[src/rtl/alu_seq_ctrl.sv]
// alu_seq_ctrl: sequences a wide 74181-style operation byte-by-byte through an external 8-bit ALU.
module alu_seq_ctrl #(
  parameter int NUM_BYTES = 4
) (
  input  logic                   clk,
  input  logic                   rst_n,
  input  logic                   ena,
  input  logic                   start,
  input  logic [8*NUM_BYTES-1:0] op_a,
  input  logic [8*NUM_BYTES-1:0] op_b,
  input  logic [3:0]             op_s,
  input  logic                   op_m,
  input  logic                   cn_init,
  output logic                   busy,
  output logic                   done,
  output logic [8*NUM_BYTES-1:0] result,
  output logic                   cout,
  output logic                   equal,
  output logic [7:0]             alu_a,
  output logic [7:0]             alu_b,
  output logic [3:0]             alu_s,
  output logic                   alu_m,
  output logic                   alu_cn,
  input  logic [7:0]             alu_f,
  input  logic                   alu_cn8,
  input  logic                   alu_equal
);
  localparam int IW = $clog2(NUM_BYTES);
  typedef enum logic [1:0] {IDLE, RUN, DONE} state_t;
  state_t state, state_nxt;
  logic [IW-1:0] idx;
  logic [8*NUM_BYTES-1:0] a_q, b_q;
  logic [3:0] s_q;
  logic m_q, carry_q, eq_q, last, accept;
  assign last = idx == IW'(NUM_BYTES - 1);
  assign accept = ena && start && state != RUN;
  always_ff @(posedge clk or negedge rst_n)
    if (!rst_n) state <= IDLE;
    else state <= state_nxt;
  always_comb begin
    state_nxt = state;
    if (ena) state_nxt = accept ? RUN : state == RUN ? (last ? DONE : RUN) : IDLE;
  end
  always_ff @(posedge clk or negedge rst_n)
    if (!rst_n) begin
      idx <= '0;
      a_q <= '0;
      b_q <= '0;
      s_q <= '0;
      m_q <= 1'b0;
      carry_q <= 1'b0;
      eq_q <= 1'b0;
      result <= '0;
    end else if (ena) begin
      if (accept) begin
        idx <= '0;
        a_q <= op_a;
        b_q <= op_b;
        s_q <= op_s;
        m_q <= op_m;
        carry_q <= cn_init;
        eq_q <= 1'b1;
        result <= '0;
      end else if (state == RUN) begin
        result[{idx, 3'b000} +: 8] <= alu_f;
        carry_q <= alu_cn8;
        eq_q <= eq_q & alu_equal;
        idx <= last ? idx : idx + 1'b1;
      end
    end
  assign busy = state != IDLE;
  assign done = state == DONE;
  assign cout = carry_q;
  assign equal = eq_q;
  assign alu_a = state == RUN ? a_q[{idx, 3'b000} +: 8] : '0;
  assign alu_b = state == RUN ? b_q[{idx, 3'b000} +: 8] : '0;
  assign alu_cn = state == RUN ? carry_q : 1'b1;
  assign alu_s = s_q;
  assign alu_m = m_q;
endmodule

[config.mk]
export PLATFORM = sky130hd
export DESIGN_NAME = alu_seq_ctrl
export DESIGN_NICKNAME = d
export VERILOG_FILES = /design/src/rtl/alu_seq_ctrl.sv
export SDC_FILE = /design/constraint.sdc
export NUM_CORES = 1
export LEC_CHECK = 0
export BUFFER_PORTS_ARGS = -buffer_cell sky130_fd_sc_hd__buf_2
export CAP_MARGIN = 5
export CELL_PAD_IN_SITES_DETAIL_PLACEMENT = 0
export CELL_PAD_IN_SITES_GLOBAL_PLACEMENT = 1
export CORE_MARGIN = 2
export CORE_UTILIZATION = 45
export DETAILED_ROUTE_END_ITERATION = 8
export GPL_TIMING_DRIVEN = 0
export PLACE_DENSITY_LB_ADDON = 0.1
export SYNTH_ARGS = -nofsm -noshare
export SYNTH_HDL_FRONTEND = slang
export SYNTH_SLANG_ARGS = --single-unit
[constraint.sdc]
create_clock -name clk -period 6 [get_ports clk]
set_input_delay 1.5 -clock clk [delete_from_list [all_inputs] [get_ports clk]]
set_output_delay 1.5 -clock clk [all_outputs]
set_load 0.02 [all_outputs]
Word-level counts from Yosys, hierarchy flattened
Index checks and enable logic that the tools add are counted.
Widths: inputs -> output; s select.
{"block": "op_classes", "addsub": 2, "eq_ne": 5, "n_shift": 4, "mux": 16, "bitwise_logic": 1, "n_reduce_logical": 7}
{"op": "$mux 32", "count": 2}
{"op": "$shiftx 32x6->8", "count": 2}
{"op": "$bwmux 32", "count": 1}
{"op": "$shift 8x7->32 const A", "count": 1}
{"op": "$shiftx 8x7->32", "count": 1}
{"op": "$mux 8", "count": 2}
{"op": "$mux 2", "count": 6}
{"op": "$neg 5->7", "count": 1}
{"op": "$mux 1", "count": 5}
{"op": "$eq 2x2->1 const B", "count": 2}
{"op": "$ne 2x1->1 const B", "count": 2}
{"op": "$reduce_and 2->1", "count": 2}
{"op": "$reduce_bool 2->1", "count": 2}
{"op": "$reduce_and 3->1", "count": 1}
{"op": "$add 2x1->2 const B", "count": 1}
{"op": "$eq 2x1->1 const B", "count": 1}
{"op": "$logic_and 1x1->1", "count": 2}
{"op": "$and 1x1->1", "count": 1}
{"block": "totals", "regBits": 107, "input_bits": 84, "out_inout_bits": 58, "elab_cells": 44}

Depth between registers and ports, before layout
Gate-level depths: netlist of run 1.
{"block": "logic_depth", "word_depth": 5, "depth_mapped": 8, "depth_no_buf": 6}

Worst setup path before layout of run 1
Ideal clock, no wire load.
{"block": "synth_timing", "kind": "reg-to-output", "from": "register idx[1]", "to": "output alu_b[0]", "arrival_time_ns": 1.434, "t_required_ns": 4.500, "path_slack_ns": 3.066, "path_stages_with_launch": 5, "path_buffers": 2, "path_cell_list": "dfrtp_1 > buf_2 > buf_1 > mux4_2 > and2_1"}
{"block": "synth_via", "elab_chain_cells": 2}
{"item": "start: declaration", "line_no": "31", "text": "logic [IW-1:0] idx;"}
{"item": "start signal: assignment", "line_no": "68", "text": "idx <= last ? idx : idx + 1'b1;"}
{"item": "$shiftx 32x6->8", "line_no": "76", "text": "assign alu_b = state == RUN ? b_q[{idx, 3'b000} +: 8] : '0;"}
{"item": "$mux 8", "line_no": "76"}
{"item": "end: declaration", "line_no": "20", "text": "output logic [7:0] alu_b,"}
Every way passes these cells.

Worst setup path in the final report of run 1
{"block": "layout_timing", "from": "register state[1]", "to": "output alu_a[4]"}
{"block": "layout_via", "elab_chain_cells": 2}
{"item": "start: declaration", "line_no": "30", "text": "state_t state, state_nxt;"}
{"item": "start signal: assignment", "line_no": "39", "text": "else state <= state_nxt;"}
{"item": "$eq 2x1->1", "line_no": "75", "text": "assign alu_a = state == RUN ? a_q[{idx, 3'b000} +: 8] : '0;"}
{"item": "$mux 8", "line_no": "75"}
{"item": "end: declaration", "line_no": "19", "text": "output logic [7:0] alu_a,"}
Every way passes these cells.

==> results of run 1 <==
flip-flops by register name, indices dropped and copies added (netlist names):
register and count:
alu_m 1, state 2, idx 2, alu_s 4, a_q 32, b_q 32
result 32, equal 1, cout 1
report_power, final:
group / switching (W) / total, W / internal [W]
registers: 0.000157 / 0.00117 / 0.00102
clock network: 0.000250 / 0.000418 / 0.000169
logic: 0.000714 / 0.00142 / 0.000702
total: 0.00112 / 0.00301 / 0.00189
metrics by stage:
stage | cell area, sq um | setup WS [ps] | utilization [%]
floorplan | 4770 | 3070 | -
global placement | 5640 | 2210 | 54.6
detailed placement | 5670 | 2470 | 54.9
CTS | 5860 | 2040 | 56.7
global route | 5860 | 1910 | 56.7
finish | 5860 | 2130 | 56.7
worst max path at each step:
stage	from	endpoint	slack (ps)	cells after the start
6_report	state[1]	alu_a[4]	2130	5
3_3_place_gp	rst_n	a_q[29]	2210	1
5_1_grt	state[1]	alu_a[4]	1910	5
4_1_cts	state[1]	alu_a[4]	2040	5
3_5_place_dp	state[1]	alu_b[1]	2470	5
2_1_floorplan	idx[1]	alu_b[0]	3070	4
cell type report:
cell class | instances | area [sq um]
buffer | 16 | 114
timing repair buffer | 141 | 731
multi-input combinational | 188 | 1930
clock inverter | 5 | 45.0
inverter | 13 | 48.8
fill | 925 | 4470
sequential | 107 | 2680
tap | 136 | 170
clock buffer | 11 | 141
cell usage after synthesis (3+ instances only):
cell type / count / area, sq um
sky130_fd_sc_hd__o21ai_0: 6 / 30.0
sky130_fd_sc_hd__mux2i_1: 9 / 90.1
sky130_fd_sc_hd__inv_1: 13 / 48.8
sky130_fd_sc_hd__and2_1: 16 / 100
sky130_fd_sc_hd__mux2_2: 66 / 743
sky130_fd_sc_hd__mux4_2: 16 / 360
sky130_fd_sc_hd__ha_1: 5 / 62.6
sky130_fd_sc_hd__buf_6: 6 / 67.6
sky130_fd_sc_hd__buf_2: 7 / 35.0
sky130_fd_sc_hd__mux2_4: 3 / 45.0
sky130_fd_sc_hd__dfrtp_1: 107 / 2680
sky130_fd_sc_hd__a22o_1: 24 / 210
sky130_fd_sc_hd__nor2_1: 3 / 11.3
sky130_fd_sc_hd__nand2_1: 16 / 60.1
cells by family after synthesis:
group / count (synthesis) / share of synthesized area (%)
buffers and inverters: 29 / 3.41
flip-flops: 107 / 56.1
AO/OA/AOI/OAI: 40 / 7.24
adder cells (fa/ha/maj): 5 / 1.31
multiplexers: 94 / 26.0
AND/OR/NAND/NOR: 49 / 5.95
metal layers:
metal | GRT usage, % | vias to the layer above
met3 | 5.84 | 10
met5 | 0 | -
li1 | - | 1480
met4 | 5.01 | 0
met1 | 25.4 | 1637
met2 | 31.1 | 83
worst max-delay path: stages, from the launching register on:
cell and delay (ps):
sky130_fd_sc_hd__dfrtp_1 430, sky130_fd_sc_hd__and2b_1 300, sky130_fd_sc_hd__clkbuf_1 430, sky130_fd_sc_hd__clkbuf_1 460, sky130_fd_sc_hd__and2_1 220, sky130_fd_sc_hd__buf_2 160
==> impl_metrics.prom, run 1 <==
# TYPE chip_impl_metric gauge
chip_impl_info{name="status",value="finished, final reports clean"} 1
chip_impl_metric{name="setup_viol_count_final",unit=""} 0
chip_impl_metric{name="synthCells",unit=""} 324
chip_impl_info{name="type_of_the_worst_setup_path",value="reg -> out"} 1
chip_impl_metric{name="syn_area_per_cell",unit="sq um"} 14.7
chip_impl_metric{name="worstSkewPairLatency",unit="ps"} 360
chip_impl_metric{name="drt.antenna.violating_nets",unit=""} 0
chip_impl_metric{name="layout-drive-gt1-share",unit="%"} 54.7
chip_impl_metric{name="fp.coreArea",unit="sq um"} 10300
chip_impl_metric{name="row_count",unit=""} 37
chip_impl_metric{name="numCtsBuffers",unit=""} 9
chip_impl_info{name="grt_setup_unrepaired",value="false"} 1
chip_impl_metric{name="ctsLongestPathBuffers",unit=""} 2
chip_impl_metric{name="fin_skew",unit="ps"} 9.42
chip_impl_metric{name="ioPinCount",unit=""} 142
chip_impl_metric{name="cts_repair_resize_count",unit=""} 0
chip_impl_metric{name="path_clk_slew",unit="ps"} 110
chip_impl_metric{name="die_height",unit="microns"} 107
chip_impl_metric{name="met2WireLength",unit="microns"} 5120
chip_impl_metric{name="first_global_vias",unit=""} 3286
chip_impl_info{name="hp-class",value="reg -> reg"} 1
chip_impl_info{name="critical_path.startpoint_type",value="flip-flop"} 1
chip_impl_metric{name="synthesis.nets",unit=""} 413
chip_impl_metric{name="final.period_utilization",unit="%"} 64.5
chip_impl_metric{name="ctsHtreeMaxLevel",unit=""} 3
chip_impl_metric{name="finalCriticalPeriod",unit="ps"} 3870
chip_impl_info{name="cts-root-buf",value="sky130_fd_sc_hd__clkbuf_8"} 1
chip_impl_metric{name="antenna_found_initial",unit=""} 0
chip_impl_metric{name="place_hpwl",unit="microns"} 7640
chip_impl_metric{name="routabilityCongestion",unit=""} 0.752
chip_impl_metric{name="design_power_total",unit="W"} 0.00301
chip_impl_metric{name="final_nets",unit=""} 565
chip_impl_metric{name="power.density_cell_area",unit="nW/um^2"} 513
chip_impl_metric{name="groute.usage.overall",unit="%"} 19.2
chip_impl_metric{name="cp_data_arrival_time",unit="ps"} 2370
chip_impl_metric{name="timing_hold_violations_final",unit=""} 0
chip_impl_metric{name="postCtsSetupBuffers",unit=""} 0
chip_impl_metric{name="synth_cell_type_count",unit=""} 35
chip_impl_metric{name="synth.cell_area",unit="sq um"} 4770
chip_impl_metric{name="ys_ff_latch",unit=""} 107
chip_impl_metric{name="initial_core_utilization",unit="%"} 46.2
chip_impl_metric{name="wl_met1",unit="microns"} 4500
chip_impl_metric{name="crit_fanout",unit=""} 10
chip_impl_metric{name="dpl.cell_count",unit=""} 601
chip_impl_metric{name="floorplan_die_area",unit="sq um"} 11400
chip_impl_metric{name="max_freq",unit="GHz"} 0.258
chip_impl_metric{name="drt-vias-per-instance",unit=""} 5.20
chip_impl_metric{name="dieWidth",unit="microns"} 107
chip_impl_metric{name="max_slew.worst_pin.slew",unit="ps"} 1030
chip_impl_metric{name="layout.cells.non_filler",unit=""} 617
chip_impl_metric{name="synth_sequential_area_ratio",unit="%"} 56.1
chip_impl_metric{name="peakVddDrop",unit="mV"} 0.242
chip_impl_metric{name="final_max_slew_viol_count",unit=""} 0
chip_impl_metric{name="cts-hold-fix-buffers",unit=""} 0
chip_impl_metric{name="drt_pre_antenna_iters",unit=""} 4
chip_impl_metric{name="clock-sinks",unit=""} 107
chip_impl_metric{name="total_neg_setup_slack",unit="ps"} 0
chip_impl_metric{name="cp.required",unit="ps"} 4500
chip_impl_metric{name="global_route.overflow_total",unit=""} 0
chip_impl_metric{name="reg2reg_slack",unit="ps"} 2900
chip_impl_info{name="hold_end",value="result[8]"} 1
chip_impl_info{name="critical_path.reg2reg.endpoint",value="result[10]"} 1
chip_impl_metric{name="ys_warn_count",unit=""} 0
chip_impl_info{name="synth_flop_cell",value="sky130_fd_sc_hd__dfrtp_1"} 1
chip_impl_metric{name="pin_count_of_the_biggest_net_entering_global_routing",unit=""} 56
chip_impl_info{name="cts_tree",value="built"} 1
chip_impl_metric{name="drt_drc",unit=""} 0
chip_impl_info{name="rr_startpoint",value="idx[1]"} 1
chip_impl_metric{name="fin_hold_ws",unit="ps"} 507
chip_impl_metric{name="route.final.wire_length",unit="microns"} 10400
chip_impl_info{name="endpoint_kind",value="output pin"} 1
chip_impl_metric{name="io_buffer_count",unit=""} 140
chip_impl_metric{name="detailroute.via_count",unit=""} 3210
chip_impl_info{name="most-common-layout-cells",value="146 x sky130_fd_sc_hd__buf_2, 107 x sky130_fd_sc_hd__dfrtp_1, 66 x sky130_fd_sc_hd__mux2_2"} 1
chip_impl_metric{name="maxCapViolCount",unit=""} 0
chip_impl_metric{name="max-slew-margin-rel",unit="%"} 30.7
chip_impl_info{name="worst_hold_startpoint",value="result[8]"} 1
chip_impl_metric{name="postSynth.asyncResetShare",unit="%"} 100
chip_impl_info{name="most_common_cell_after_layout_fill_and_taps_aside",value="sky130_fd_sc_hd__buf_2"} 1
chip_impl_metric{name="total_leakage_power",unit="nW"} 2.81
chip_impl_metric{name="worst_hold_path.num_cells",unit=""} 1
chip_impl_metric{name="post_drt_wl_per_cell",unit="microns"} 16.8
chip_impl_metric{name="grt_first_pass_wirelength",unit="microns"} 16800
chip_impl_metric{name="synth-edff-count",unit=""} 0
chip_impl_metric{name="worst-r2r-cell-count",unit=""} 7
chip_impl_metric{name="synthToLayoutAreaGrowth",unit="%"} 22.8
chip_impl_metric{name="drt_iter0_drc",unit=""} 86
chip_impl_metric{name="num_antenna_cells",unit=""} 0
chip_impl_metric{name="wl_met3",unit="microns"} 660
chip_impl_info{name="route.top_layer_used",value="met4"} 1
Note: power is estimated with default switching activity, not from simulation.
==> run 2, diff against run 1 <==
--- a/config.mk
+++ b/config.mk
@@ -5,12 +5,13 @@
 export SDC_FILE = /design/constraint.sdc
 export NUM_CORES = 1
 export LEC_CHECK = 0
+export ABC_AREA = 1
 export BUFFER_PORTS_ARGS = -buffer_cell sky130_fd_sc_hd__buf_2
 export CAP_MARGIN = 5
 export CELL_PAD_IN_SITES_DETAIL_PLACEMENT = 0
 export CELL_PAD_IN_SITES_GLOBAL_PLACEMENT = 1
 export CORE_MARGIN = 2
-export CORE_UTILIZATION = 45
+export CORE_UTILIZATION = 38
 export DETAILED_ROUTE_END_ITERATION = 8
 export GPL_TIMING_DRIVEN = 0
 export PLACE_DENSITY_LB_ADDON = 0.1
==> constraint.sdc (replaced) <==
create_clock -name clk -period 3.6 [get_ports clk]
set_input_delay 0.9 -clock clk [delete_from_list [all_inputs] [get_ports clk]]
set_output_delay 0.9 -clock clk [all_outputs]
set_load 0.02 [all_outputs]
==> run 2 against run 1 <==
Flip-flop and latch count stayed put. Worst hold slack worse by 33 ps. Sequential share of layout area is 4.5 points lower. Worst setup slack worse by 1500 ps. Via count is 51% higher. Area after synthesis is 11% higher. Wire length is 38% higher. Non-clock buffer count is 19 higher. Die area is 30% higher. Power is 22% higher. Clock power is 120% higher. Critical path type unchanged. Largest power group is now sequential cells. Highest routed layer unchanged.
==> impl_metrics.prom, run 2 <==
# TYPE chip_impl_metric gauge
chip_impl_metric{name="final_cell_area",unit="sq um"} 6500
chip_impl_metric{name="ys_ff_latch",unit=""} 107
chip_impl_metric{name="dieWidth",unit="microns"} 122
chip_impl_metric{name="synth.cell_area",unit="sq um"} 5270
chip_impl_metric{name="synthesis.nets",unit=""} 796
chip_impl_metric{name="max-slew-margin-rel",unit="%"} 63.2
chip_impl_info{name="biggestRegsByFlops",value="a_q x32, b_q x32, result x32"} 1
chip_impl_metric{name="n_fill_cell",unit=""} 1471
chip_impl_info{name="hp-class",value="reg -> reg"} 1
chip_impl_info{name="status",value="finished, final reports clean"} 1
chip_impl_info{name="synth_flop_cell",value="sky130_fd_sc_hd__dfrtp_1"} 1
chip_impl_metric{name="max_freq",unit="GHz"} 0.340
chip_impl_metric{name="timing_hold_violations_final",unit=""} 0
chip_impl_metric{name="antenna_found_initial",unit=""} 0
chip_impl_metric{name="place_hpwl",unit="microns"} 11000
chip_impl_metric{name="clock-sinks",unit=""} 107
chip_impl_metric{name="drt_iter0_drc",unit=""} 286
chip_impl_metric{name="ys_warn_count",unit=""} 0
chip_impl_info{name="most-common-layout-cells",value="333 x sky130_fd_sc_hd__nand2_1, 152 x sky130_fd_sc_hd__buf_2, 107 x sky130_fd_sc_hd__dfrtp_1"} 1
chip_impl_metric{name="first_global_vias",unit=""} 4722
chip_impl_metric{name="global_route.overflow_total",unit=""} 0
chip_impl_metric{name="peakVddDrop",unit="mV"} 0.236
chip_impl_metric{name="numCtsBuffers",unit=""} 9
chip_impl_metric{name="final.period_utilization",unit="%"} 81.6
chip_impl_metric{name="syn_area_per_cell",unit="sq um"} 7.46
chip_impl_metric{name="postCtsSetupBuffers",unit=""} 0
chip_impl_metric{name="path_clk_slew",unit="ps"} 70
chip_impl_metric{name="initial_core_utilization",unit="%"} 38.4
chip_impl_info{name="grt_setup_unrepaired",value="false"} 1
chip_impl_metric{name="dpl_cell_area",unit="sq um"} 6230
chip_impl_metric{name="row_count",unit=""} 43
chip_impl_metric{name="cp.required",unit="ps"} 2700
chip_impl_metric{name="setup_viol_count_final",unit=""} 0
chip_impl_metric{name="cp_data_arrival_time",unit="ps"} 2040
chip_impl_metric{name="post_drt_wl_per_cell",unit="microns"} 13.8
chip_impl_info{name="cts-root-buf",value="sky130_fd_sc_hd__clkbuf_16"} 1
chip_impl_metric{name="drt.antenna.violating_nets",unit=""} 0
chip_impl_metric{name="finalCriticalPeriod",unit="ps"} 2940
chip_impl_metric{name="dpl.cell_count",unit=""} 1028
chip_impl_info{name="yosys.cell_count.top_type",value="sky130_fd_sc_hd__nand2_1"} 1
chip_impl_metric{name="total_neg_setup_slack",unit="ps"} 0
chip_impl_metric{name="final_nets",unit=""} 948
chip_impl_metric{name="final_core_util",unit="%"} 47.4
chip_impl_metric{name="fp.coreArea",unit="sq um"} 13700
chip_impl_metric{name="ioPinCount",unit=""} 142
chip_impl_metric{name="synth_cell_type_count",unit=""} 22
chip_impl_info{name="endpoint_kind",value="output pin"} 1
chip_impl_info{name="most_common_cell_after_layout_fill_and_taps_aside",value="sky130_fd_sc_hd__nand2_1"} 1
chip_impl_metric{name="max_slew.worst_pin.slew",unit="ps"} 553
chip_impl_metric{name="pin_count_of_the_biggest_net_entering_global_routing",unit=""} 71
chip_impl_metric{name="die_height",unit="microns"} 122
chip_impl_metric{name="maxCapViolCount",unit=""} 0
chip_impl_metric{name="power.density_cell_area",unit="nW/um^2"} 565
chip_impl_metric{name="num_antenna_cells",unit=""} 0
chip_impl_metric{name="ctsHtreeMaxLevel",unit=""} 3
chip_impl_metric{name="floorplan_die_area",unit="sq um"} 14800
chip_impl_metric{name="total_leakage_power",unit="nW"} 3.63
chip_impl_metric{name="ctsLongestPathBuffers",unit=""} 2
chip_impl_metric{name="routabilityCongestion",unit=""} 0.811
chip_impl_metric{name="io_buffer_count",unit=""} 140
chip_impl_metric{name="drt_drc",unit=""} 0
chip_impl_metric{name="postSynth.asyncResetShare",unit="%"} 100
chip_impl_metric{name="synth-edff-count",unit=""} 0
chip_impl_metric{name="synthCells",unit=""} 707
chip_impl_info{name="yosys.area.top_type",value="sky130_fd_sc_hd__dfrtp_1"} 1
chip_impl_metric{name="fin_skew",unit="ps"} 4.72
chip_impl_metric{name="grt_first_pass_wirelength",unit="microns"} 23200
chip_impl_metric{name="route.final.wire_length",unit="microns"} 14400
chip_impl_metric{name="synthToLayoutAreaGrowth",unit="%"} 23.3
chip_impl_metric{name="cts_repair_resize_count",unit=""} 0
chip_impl_metric{name="worstSkewPairLatency",unit="ps"} 350
chip_impl_metric{name="drt_pre_antenna_iters",unit=""} 4
chip_impl_info{name="cts_tree",value="built"} 1
chip_impl_metric{name="final_max_slew_viol_count",unit=""} 0
chip_impl_metric{name="groute.usage.overall",unit="%"} 20.3
chip_impl_info{name="synth_common_cells",value="333 x sky130_fd_sc_hd__nand2_1, 107 x sky130_fd_sc_hd__dfrtp_1, 103 x sky130_fd_sc_hd__nor2_1, 23 x sky130_fd_sc_hd__inv_1, 19 x sky130_fd_sc_hd__o21ai_0"} 1
chip_impl_metric{name="synth_top_area_share",unit="%"} 50.8
chip_impl_metric{name="cts-hold-fix-buffers",unit=""} 0
chip_impl_metric{name="crit_fanout",unit=""} 12
chip_impl_metric{name="synth_sequential_area_ratio",unit="%"} 50.8
chip_impl_metric{name="layout-drive-gt1-share",unit="%"} 23.8
chip_impl_info{name="synth.top_cells.by_area",value="sky130_fd_sc_hd__dfrtp_1 51%, sky130_fd_sc_hd__nand2_1 24%, sky130_fd_sc_hd__nor2_1 7.3%, sky130_fd_sc_hd__nand4_1 2.1%, sky130_fd_sc_hd__o21ai_0 1.8%"} 1
chip_impl_metric{name="detailroute.via_count",unit=""} 4837
chip_impl_metric{name="layout.cells.non_filler",unit=""} 1044
chip_impl_metric{name="drt-vias-per-instance",unit=""} 4.63
chip_impl_info{name="type_of_the_worst_setup_path",value="reg -> out"} 1
chip_impl_info{name="critical_path.startpoint_type",value="flip-flop"} 1
run 2: cell count changes after synthesis, sizes merged, moves of 16 or more:
cell	delta
nand4	+18
nand2	+326
mux4	-16
mux2	-69
o21ai	+27
nor2	+108
a22o	-24
and2	-18
inv	+17
run 2: layout make-up:
type | instances | area, sq um | area share, %
plain buffers | 35 | 224 | 3.44
clock buffers | 12 | 246 | 3.79
clock inverters | 4 | 26.3 | 0.404
inverters | 30 | 113 | 1.73
multi-input cells | 535 | 2260 | 34.8
flip-flops and latches | 107 | 2680 | 41.2
well taps | 180 | 225 | 3.46
repair buffers | 141 | 731 | 11.2
run 2: worst paths after layout:
check | from | to | slack [ps] | cells after the start
setup reg to reg | idx[0] | result[13] | 1420 | 9
min in group asynchronous | rst_n | alu_s[0] | 510 | 1
setup / recovery | idx[0] | alu_b[0] | 660 | 5
hold / removal | result[19] | result[19] | 470 | 2
max in group asynchronous | rst_n | a_q[24] | 2370 | 2
hold reg to reg | result[19] | result[19] | 470 | 2
run 2: critical path, cell delays in order (launching register included):
cell and delay (ps):
sky130_fd_sc_hd__dfrtp_1 470, sky130_fd_sc_hd__inv_2 150, sky130_fd_sc_hd__clkbuf_1 450, sky130_fd_sc_hd__o21ai_0 230, sky130_fd_sc_hd__a21oi_1 190, sky130_fd_sc_hd__buf_2 190
run 2: cell families after synthesis:
group / after synthesis / synth area share, %
flops: 107 / 50.8
buf+inv: 65 / 6.38
fa+ha+maj: 5 / 1.19
simple gates: 480 / 36.9
compound gates: 50 / 4.74
run 2: report_power, final:
group | switching (W) | leakage, nW | total, W | internal, W
Clock | 0.000439 | 0.133 | 0.000927 | 0.000488
Combinational | 0.000814 | 2.12 | 0.00121 | 0.000400
Sequential | 0.000123 | 1.37 | 0.00154 | 0.00141
run 2: metrics by stage:
step | setup slack, ps | total power (W) | hold WS [ps]
6_report | 662 | 0.00368 | 474
4_1_cts | 650 | 0.00371 | 479
2_1_floorplan | 1390 | 0.00236 | 444
5_1_grt | 487 | 0.00395 | 492
3_3_place_gp | 409 | 0.00276 | 458
3_5_place_dp | 1040 | 0.00278 | 460
run 2: layer usage:
metal | up-vias | GRT usage [%] | part of all wire [%]
met5 | - | 0 | 0
met4 | 0 | 7.26 | 1.5
met3 | 14 | 2.90 | 4.0
met2 | 103 | 34.1 | 49
met1 | 2244 | 26.6 | 46
li1 | 2476 | - | -
